--- src/rtl/parking_access_scheduler.sv ---
// Smart-parking access scheduler: arbitrates entry/exit, manages an 8-slot map and parked time.
// Optional fee output is enabled by defining PARK_FEE_EN.
module parking_access_scheduler #(
    parameter int         TIME_W   = 8,
    parameter logic [7:0] INIT_OCC = 8'h00,
    parameter int         FEE_RATE = 5
) (
    input  logic              clk,
    input  logic              rst_n,
    input  logic              tick,
    input  logic [2:0]        pattern,
    input  logic              entry_req,
    input  logic              exit_req,
    input  logic [2:0]        exit_token,
    output logic              entry_ack,
    output logic              entry_reject,
    output logic [2:0]        entry_token,
    output logic              exit_ack,
    output logic              exit_reject,
    output logic [TIME_W-1:0] time_total,
    output logic [7:0]        occupancy,
    output logic [3:0]        parked,
    output logic [3:0]        empty
`ifdef PARK_FEE_EN
    ,
    output logic [15:0]       fee
`endif
);

    typedef enum logic [1:0] {
        IDLE,
        SERVE,
        RESP
    } state_t;

    state_t state;
    state_t state_next;

    logic              pend_entry;
    logic              pend_exit;
    logic [2:0]        token_q;
    logic              sel_exit;
    logic              last_exit;
    logic [TIME_W-1:0] now;
    logic [TIME_W-1:0] stamp [8];

    logic              pick_exit;
    logic              clr_entry;
    logic              clr_exit;
    logic              full;
    logic [2:0]        free_slot;
    logic [2:0]        exit_slot;
    logic              exit_hit;
    logic [7:0]        occ_set;
    logic [7:0]        occ_clr;
    logic [TIME_W-1:0] diff;

    function automatic logic [2:0] low_free(input logic [7:0] m);
        low_free = '0;
        for (int i = 7; i >= 0; i--) begin
            if (!m[i]) low_free = 3'(i);
        end
    endfunction

    function automatic logic [3:0] pop8(input logic [7:0] m);
        pop8 = '0;
        for (int i = 0; i < 8; i++) begin
            pop8 = pop8 + {3'b000, m[i]};
        end
    endfunction

    always_ff @(posedge clk or negedge rst_n) begin
        if (!rst_n) state <= IDLE;
        else        state <= state_next;
    end

    always_comb begin
        state_next = state;
        unique case (state)
            IDLE:    if (pend_entry || pend_exit) state_next = SERVE;
            SERVE:   state_next = RESP;
            RESP:    state_next = IDLE;
            default: state_next = IDLE;
        endcase
    end

    // Exit wins a tie unless it was the last one served.
    assign pick_exit = pend_exit && (!pend_entry || !last_exit);
    assign clr_entry = (state == RESP) && !sel_exit;
    assign clr_exit  = (state == RESP) && sel_exit;

    assign full      = &occupancy;
    assign free_slot = low_free(occupancy);
    assign exit_slot = token_q ^ pattern;
    assign exit_hit  = occupancy[exit_slot];
    assign occ_set   = occupancy | (8'h01 << free_slot);
    assign occ_clr   = occupancy & ~(8'h01 << exit_slot);
    assign diff      = now - stamp[exit_slot];

`ifdef PARK_FEE_EN
    logic [TIME_W+15:0] prod;
    logic [15:0]        fee_sat;
    assign prod    = {16'b0, diff} * (TIME_W+16)'(FEE_RATE);
    assign fee_sat = (|prod[TIME_W+15:16]) ? 16'hFFFF : prod[15:0];
`endif

    always_ff @(posedge clk or negedge rst_n) begin
        if (!rst_n) begin
            pend_entry   <= 1'b0;
            pend_exit    <= 1'b0;
            token_q      <= '0;
            sel_exit     <= 1'b0;
            last_exit    <= 1'b0;
            now          <= '0;
            for (int i = 0; i < 8; i++) stamp[i] <= '0;
            entry_ack    <= 1'b0;
            entry_reject <= 1'b0;
            exit_ack     <= 1'b0;
            exit_reject  <= 1'b0;
            entry_token  <= '0;
            time_total   <= '0;
            occupancy    <= INIT_OCC;
            parked       <= pop8(INIT_OCC);
            empty        <= 4'd8 - pop8(INIT_OCC);
`ifdef PARK_FEE_EN
            fee          <= '0;
`endif
        end else begin
            if (tick) now <= now + 1'b1;

            // A new pulse survives the cycle its predecessor is retired.
            pend_entry <= (pend_entry && !clr_entry) || entry_req;
            pend_exit  <= (pend_exit && !clr_exit) || exit_req;
            if (exit_req && (!pend_exit || clr_exit)) token_q <= exit_token;

            if (state == IDLE && (pend_entry || pend_exit)) sel_exit <= pick_exit;

            entry_ack    <= 1'b0;
            entry_reject <= 1'b0;
            exit_ack     <= 1'b0;
            exit_reject  <= 1'b0;

            if (state == SERVE) begin
                if (!sel_exit) begin
                    if (full) begin
                        entry_reject <= 1'b1;
                    end else begin
                        entry_ack         <= 1'b1;
                        occupancy         <= occ_set;
                        parked            <= pop8(occ_set);
                        empty             <= 4'd8 - pop8(occ_set);
                        stamp[free_slot]  <= now;
                        entry_token       <= free_slot ^ pattern;
                    end
                end else begin
                    if (!exit_hit) begin
                        exit_reject <= 1'b1;
                    end else begin
                        exit_ack   <= 1'b1;
                        occupancy  <= occ_clr;
                        parked     <= pop8(occ_clr);
                        empty      <= 4'd8 - pop8(occ_clr);
                        time_total <= diff;
`ifdef PARK_FEE_EN
                        fee        <= fee_sat;
`endif
                    end
                end
            end

            if (state == RESP) last_exit <= sel_exit;
        end
    end

endmodule

--- config.mk ---
export PLATFORM = sky130hd
export DESIGN_NAME = parking_access_scheduler
export DESIGN_NICKNAME = d
export VERILOG_FILES = /design/src/rtl/parking_access_scheduler.sv
export SDC_FILE = /design/constraint.sdc
export NUM_CORES = 1
export LEC_CHECK = 0
export CAP_MARGIN = 40
export CELL_PAD_IN_SITES_DETAIL_PLACEMENT = 0
export CELL_PAD_IN_SITES_GLOBAL_PLACEMENT = 1
export CORE_MARGIN = 2
export CORE_UTILIZATION = 55
export CTS_BUF_LIST = sky130_fd_sc_hd__clkbuf_8 sky130_fd_sc_hd__clkbuf_16
export DETAILED_ROUTE_END_ITERATION = 8
export DONT_BUFFER_PORTS = 1
export GPL_ROUTABILITY_DRIVEN = 0
export GPL_TIMING_DRIVEN = 0
export MAX_ROUTING_LAYER = met4
export PLACE_DENSITY_LB_ADDON = 0.1
export SYNTH_ARGS = -nofsm -noshare
export SYNTH_HDL_FRONTEND = slang
export SYNTH_SLANG_ARGS = --single-unit
--- constraint.sdc ---
create_clock -name clk -period 7.3 [get_ports clk]
set_input_delay 1.46 -clock clk [delete_from_list [all_inputs] [get_ports clk]]
set_output_delay 1.46 -clock clk [all_outputs]
set_load 0.03 [all_outputs]
==> results of run 1 <==
## Yosys cell counts, drive strengths merged (2+ instances only)
cell	count	area, µm²
mux2i	8	80.1
buf	11	55.0
mux4	18	405
ha	16	200
or2	2	12.5
nand2b	11	68.8
o32ai	2	17.5
a21oi	13	65.1
xnor2	12	105
o21ai	24	120
nand2	32	120
a21boi	4	30.0
nand4	5	31.3
a31oi	4	25.0
o31ai	4	30.0
xor2	11	104
nor2b	7	43.8
fa	8	160
nand3	6	30.0
dfrtp	110	2750
nor3	6	40.0
clkbuf	16	60.1
a311oi	2	17.5
or3	2	12.5
o2bb2ai	2	17.5
and3	3	18.8
mux2	71	800
nor2	15	56.3
inv	21	78.8
nor3b	3	27.5
## worst paths after layout
check | start | end | slack [ps]
max | pattern[1] | empty[1] | 1920
min | last_exit | last_exit | 470
max reg2reg | token_q[1] | empty[1] | 2520
min reg2reg | last_exit | last_exit | 470
max in group asynchronous | rst_n | empty[3] | 6330
min in group asynchronous | rst_n | time_total[1] | 750
## state kept, by name, indices dropped and copies added (netlist names)
register      cells
empty             3
pend_exit         1
token_q           3
state             2
sel_exit          1
time_total        8
exit_reject       1
pend_entry        1
exit_ack          1
last_exit         1
stamp            64
parked            4
entry_token       3
entry_reject      1
occupancy         8
entry_ack         1
now               8
## cells in the final DEF, fill, tap and decap left out, drive strengths merged, types with 2 or more instances in the layout
cell / count
nand2b: 11
or3: 2
a21boi: 4
mux2i: 8
clkbuf: 26
nor3: 6
inv: 23
or2: 2
clkinvlp: 4
a31oi: 4
dfrtp: 110
ha: 16
o31ai: 4
nor2b: 7
mux4: 18
mux2: 71
nor2: 15
xor2: 11
and3: 3
o2bb2ai: 2
nand3: 6
nand4: 5
fa: 8
o32ai: 2
a311oi: 2
a21oi: 13
buf: 12
xnor2: 12
nand2: 32
nor3b: 3
o21ai: 24
## worst register-to-register path, cell delays in order (launching register included)
cell and delay, ps:
sky130_fd_sc_hd__dfrtp_1 440, sky130_fd_sc_hd__xor2_1 280, sky130_fd_sc_hd__buf_4 280, sky130_fd_sc_hd__buf_1 570, sky130_fd_sc_hd__nand2_1 240, sky130_fd_sc_hd__o21ai_0 320, sky130_fd_sc_hd__fa_1 490, sky130_fd_sc_hd__fa_1 540
sky130_fd_sc_hd__inv_1 40, sky130_fd_sc_hd__ha_1 220, sky130_fd_sc_hd__fa_1 420, sky130_fd_sc_hd__mux2_2 280, sky130_fd_sc_hd__inv_1 80, sky130_fd_sc_hd__ha_1 220, sky130_fd_sc_hd__mux2_2 260
## stage by stage
step	setup WS [ps]	util, %	hold WS (ps)	area [µm²]	cells
floorplan	1870	-	438	5720	463
global placement	1450	57.6	456	5890	599
detailed placement	1490	57.7	457	5900	600
CTS	1870	59.5	483	6080	616
global route	1600	59.5	513	6080	616
finish	1920	59.5	475	6080	616
## logic make-up after synthesis
| logic type | after synthesis | synth area share [%] |
|---|---|---|
| AO/OA/AOI/OAI | 62 | 6.71 |
| XOR/XNOR | 23 | 3.65 |
| adder cells (fa/ha/maj) | 24 | 6.30 |
| buffers and inverters | 48 | 3.39 |
| flip-flops | 111 | 48.6 |
| multiplexers | 97 | 22.5 |
| AND/OR/NAND/NOR | 98 | 8.90 |
## cell type report
cell class,count,area share [%]
plain buffers,27,1.89
flip-flops and latches,111,45.7
clock inverters,6,0.740
well taps,136,2.80
multi-input cells,304,45.2
inverters,21,1.30
repair buffers,1,0.185
clock buffers,10,2.26
## per-layer routing
layer | vias to the layer above | share of wire [%] | GRT usage (%)
met2 | 85 | 48 | 34.7
met3 | 10 | 4.7 | 3.00
met5 | - | 0 | -
met1 | 1796 | 46 | 34.3
met4 | 0 | 1.1 | 7.52
li1 | 1670 | - | -
==> results.cfg, run 1 <==
[die]
floorplan.rows = 37
die_w_um = 106
effective_utilization_at_floorplan_pct = 55.9
die-area_um2 = 11200
boundaryPins = 42
dieHeight_um = 106
core_um2 = 10200

[global_route]
gr-usage-all-layers_pct = 23.5
first_global_vias = 3612
grt_antenna_before_repair = 0
gr-total-overflow = 0
pin_count_of_the_biggest_net_entering_global_routing = 112
global_route_wire_length_before_repair_um = 19500

[sta]
finalMaxSlewViolations = 0
grt_setup_unrepaired = no
final-setup-viol-count = 0
skew_ps = 13.2
achievable-frequency_mhz = 186
layout_worst_path_cycle_share_pct = 73.7
final.setup.tns_ps = 0
max_slew.worst_pin.slew_ps = 878
finalCriticalPeriod_ps = 5380
maxSlewHeadroom_pct = 41.3
final_hold_violating_endpoints = 0

[drt]
drc = 0
via_count = 3561
drt-wirelength-per-cell_um = 18.9
detail-route-antenna-nets = 0
detailedRoute.firstPassIterationCount = 4
first_iter_violations = 243
drt-vias-per-instance = 5.78
drt_wirelength_um = 11600

[place]
port_buffers = 0
hpwl_um = 8280

[synthesis]
synthesis_stage_register_bit_count = 111
synth_cell_types = 52
post_syn_nets = 498
synth_sequential_area_ratio_pct = 48.6
async_set_reset_flop_share_out_of_synthesis_pct = 100
post_synth_inst_count = 463
synth_ff_type = sky130_fd_sc_hd__dfrtp_1
post_synth_instance_area_um2 = 5720
yosys_warnings = 0
synth_edf_count = 0
syn-mean-instance-area_um2 = 12.4

[critical_path]
path_max_fanout = 10
rr_worst_depth = 14
endpoint_kind = flop
timing_worst_setup_path_type = input pin to flop
critical-path-top-cell-by-count = sky130_fd_sc_hd__fa_1
arrival_ps = 5650
critical_path_depth = 14
worst-path-buf-inv = 4
crit_path_top_delay_cell = sky130_fd_sc_hd__buf_1
critical_path.max_stage_delay_ps = 560
crit_path_cell_trace = xor2_1, buf_4, buf_1, nand2_1, o21ai_0, fa_1, fa_1, inv_1, ha_1, fa_1, mux2_2, inv_1, ha_1, mux2_2
required_ps = 7570
worst_setup_path_start_kind = input pin
cp_top_family = adder cells

[finish]
filler_cells = 870
seqCellArea_um2 = 2780
syn2layout_area_growth_pct = 6.36
final_net_count = 510
antenna_cells_inserted = 0
layout-drive-gt1-share_pct = 24.8
multiInputGateArea_um2 = 2750

[job]
max-cap-violations = 0

[clock_tree]
hold_buffers = 0
clk_transition_reported_paths_ps = 100
cts.repair_timing.setup_buffer_count = 0
cts.path.max_buffers = 2
clock_sink_count = 111
worstSkewPairLatency_ps = 380
cts_resized = 0
cts-root-buf = sky130_fd_sc_hd__clkbuf_8
tritoncts_clock_tree = built
ctsHtreeMaxLevel = 3
cts_made_buffers = 9

[outcome]
outcome = finished, final reports clean

[worst_hold_path]
hold_path_class = flop to flop
holdPathStages = 2
Power of run 1 is not shown: default switching activity piles up to over one toggle a cycle in this logic, so the estimate is an artifact.
==> run 2: changes to the inputs <==
--- a/config.mk
+++ b/config.mk
@@ -9,7 +9,7 @@
 export CELL_PAD_IN_SITES_DETAIL_PLACEMENT = 0
 export CELL_PAD_IN_SITES_GLOBAL_PLACEMENT = 1
 export CORE_MARGIN = 2
-export CORE_UTILIZATION = 55
+export CORE_UTILIZATION = 52
 export CTS_BUF_LIST = sky130_fd_sc_hd__clkbuf_8 sky130_fd_sc_hd__clkbuf_16
 export DETAILED_ROUTE_END_ITERATION = 8
 export DONT_BUFFER_PORTS = 1
==> constraint.sdc (replaced) <==
create_clock -name clk -period 5.5 [get_ports clk]
set_input_delay 1.1 -clock clk [delete_from_list [all_inputs] [get_ports clk]]
set_output_delay 1.1 -clock clk [all_outputs]
set_load 0.03 [all_outputs]
==> run 2 against run 1 <==
Net effect: critical path depth unchanged; sequential share of layout area down 0.26 points; clock skew decreased by 3.5 ps; sequential cell count is the same; register-to-register slack lost 1700 ps; largest cell class unchanged.
==> results.cfg, run 2 (synthesis gave the netlist of run 1 again) <==
[outcome]
outcome = finished, final reports clean

[global_route]
grt.busiest_layer = met2
global_route_wire_length_before_repair_um = 19200
use_met1_pct = 31.2
gr-usage-met2_pct = 33.9
gr-total-overflow = 0
first_global_vias = 3658
fraction_of_met3_tracks_used_by_global_routing_pct = 2.63
pin_count_of_the_biggest_net_entering_global_routing = 112
gr-usage-all-layers_pct = 22.2
grt_antenna_before_repair = 0

[drt]
first_iter_violations = 242
detail-route-antenna-nets = 0
drt-wirelength-per-cell_um = 19.2
drt_wirelength_um = 11900
via_count = 3607
detailedRoute.firstPassIterationCount = 6
drc = 0
drt-vias-per-instance = 5.81

[finish]
antenna_cells_inserted = 0
layout.cells.most_common_list = sky130_fd_sc_hd__dfrtp_1, sky130_fd_sc_hd__mux2_2, sky130_fd_sc_hd__nand2_1
largest_reg_flops = 64
final_net_count = 511
layout.cells.most_common = sky130_fd_sc_hd__dfrtp_1
syn2layout_area_growth_pct = 6.98
instances_no_fill = 621
layout-drive-gt1-share_pct = 25.2
regMostFlops = stamp

[clock_tree]
cts_resized = 0
cts.path.max_buffers = 2
worstSkewPairLatency_ps = 390
ctsHtreeMaxLevel = 3
clk_transition_reported_paths_ps = 110
tritoncts_clock_tree = built
cts.repair_timing.setup_buffer_count = 0
cts-root-buf = sky130_fd_sc_hd__clkbuf_8
hold_buffers = 0
cts_made_buffers = 9
clock_sink_count = 111

[critical_path]
crit-reg2reg-launch = token_q[1]
crit_path_start = pattern[1]
critical_path.max_stage_delay_ps = 540
endpoint_kind = flop
crit_path_cell_trace = xor2_1, buf_4, buf_1, nand2_1, o21ai_0, fa_1, fa_1, inv_1, ha_1, fa_1, mux2_2, inv_1, ha_1, mux2_2
required_ps = 5790
critical-path-top-cell-by-count = sky130_fd_sc_hd__fa_1
worst_setup_path_start_kind = input pin
path_max_fanout = 10
arrival_ps = 5240
crit_path_top_delay_cell = sky130_fd_sc_hd__buf_1
timing_worst_setup_path_type = input pin to flop

[die]
boundaryPins = 42
die-area_um2 = 11900
effective_utilization_at_floorplan_pct = 53.0
floorplan.rows = 38
dieHeight_um = 109
core_um2 = 10800
die_w_um = 109

[sta]
achievable-frequency_mhz = 202
finalCriticalPeriod_ps = 4950
finalMaxSlewViolations = 0
final.setup.tns_ps = 0
final-setup-viol-count = 0
maxSlewHeadroom_pct = 36.3
finalHoldWorstSlack_ps = 387
final_hold_violating_endpoints = 0
max_slew.worst_pin.slew_ps = 950
layout_worst_path_cycle_share_pct = 90.0
skew_ps = 9.72
grt_setup_unrepaired = no

[job]
max-cap-violations = 0

[place]
dp_cells = 605
hpwl_um = 8480
port_buffers = 0

[worst_hold_path]
hold_path_class = input pin to async pin
==> run 2: metal layers <==
layer / share of wire (%) / up-vias
met1: 48 / 1835
li1: - / 1680
met3: 3.0 / 18
met2: 47 / 74
met4: 1.7 / 0
met5: 0 / -
==> run 2: final timing paths <==
path | end | cells after the start | slack [ps]
worst min register to register | last_exit | 2 | 490
worst max-delay path | empty[1] | 14 | 550
worst max register to register | empty[1] | 14 | 790
max in group asynchronous | occupancy[5] | 0 | 4870
worst min-delay path | time_total[1] | 0 | 390
min in group clk | last_exit | 2 | 490
==> run 2: cell type report <==
type | count | area [µm²]
Buffer | 27 | 115
Clock buffer | 10 | 138
Clock inverter | 6 | 67.6
Fill cell | 918 | 4670
Inverter | 21 | 78.8
Multi-Input combinational cell | 304 | 2750
Sequential cell | 111 | 2780
Tap cell | 140 | 175
Timing Repair Buffer | 2 | 18.8
==> run 2: worst max-delay path: cells and delay by family <==
kind	cells	cell delay, ps
AOI/OAI and AO/OA	1	300
xor gates and xnor gates	1	220
adders and majority gates	5	1880
muxes	2	540
buffers and inverters	4	930
and+or+nand+nor	1	260
==> run 2: through the flow <==
stage	instance area, µm²	setup slack [ps]	util, %
2_1_floorplan	5720	427	-
3_3_place_gp	5900	-38.1	54.6
3_5_place_dp	5910	113	54.8
4_1_cts	6120	523	56.7
5_1_grt	6120	252	56.7
6_report	6120	548	56.7
Power of run 2 is left out for the same reason.
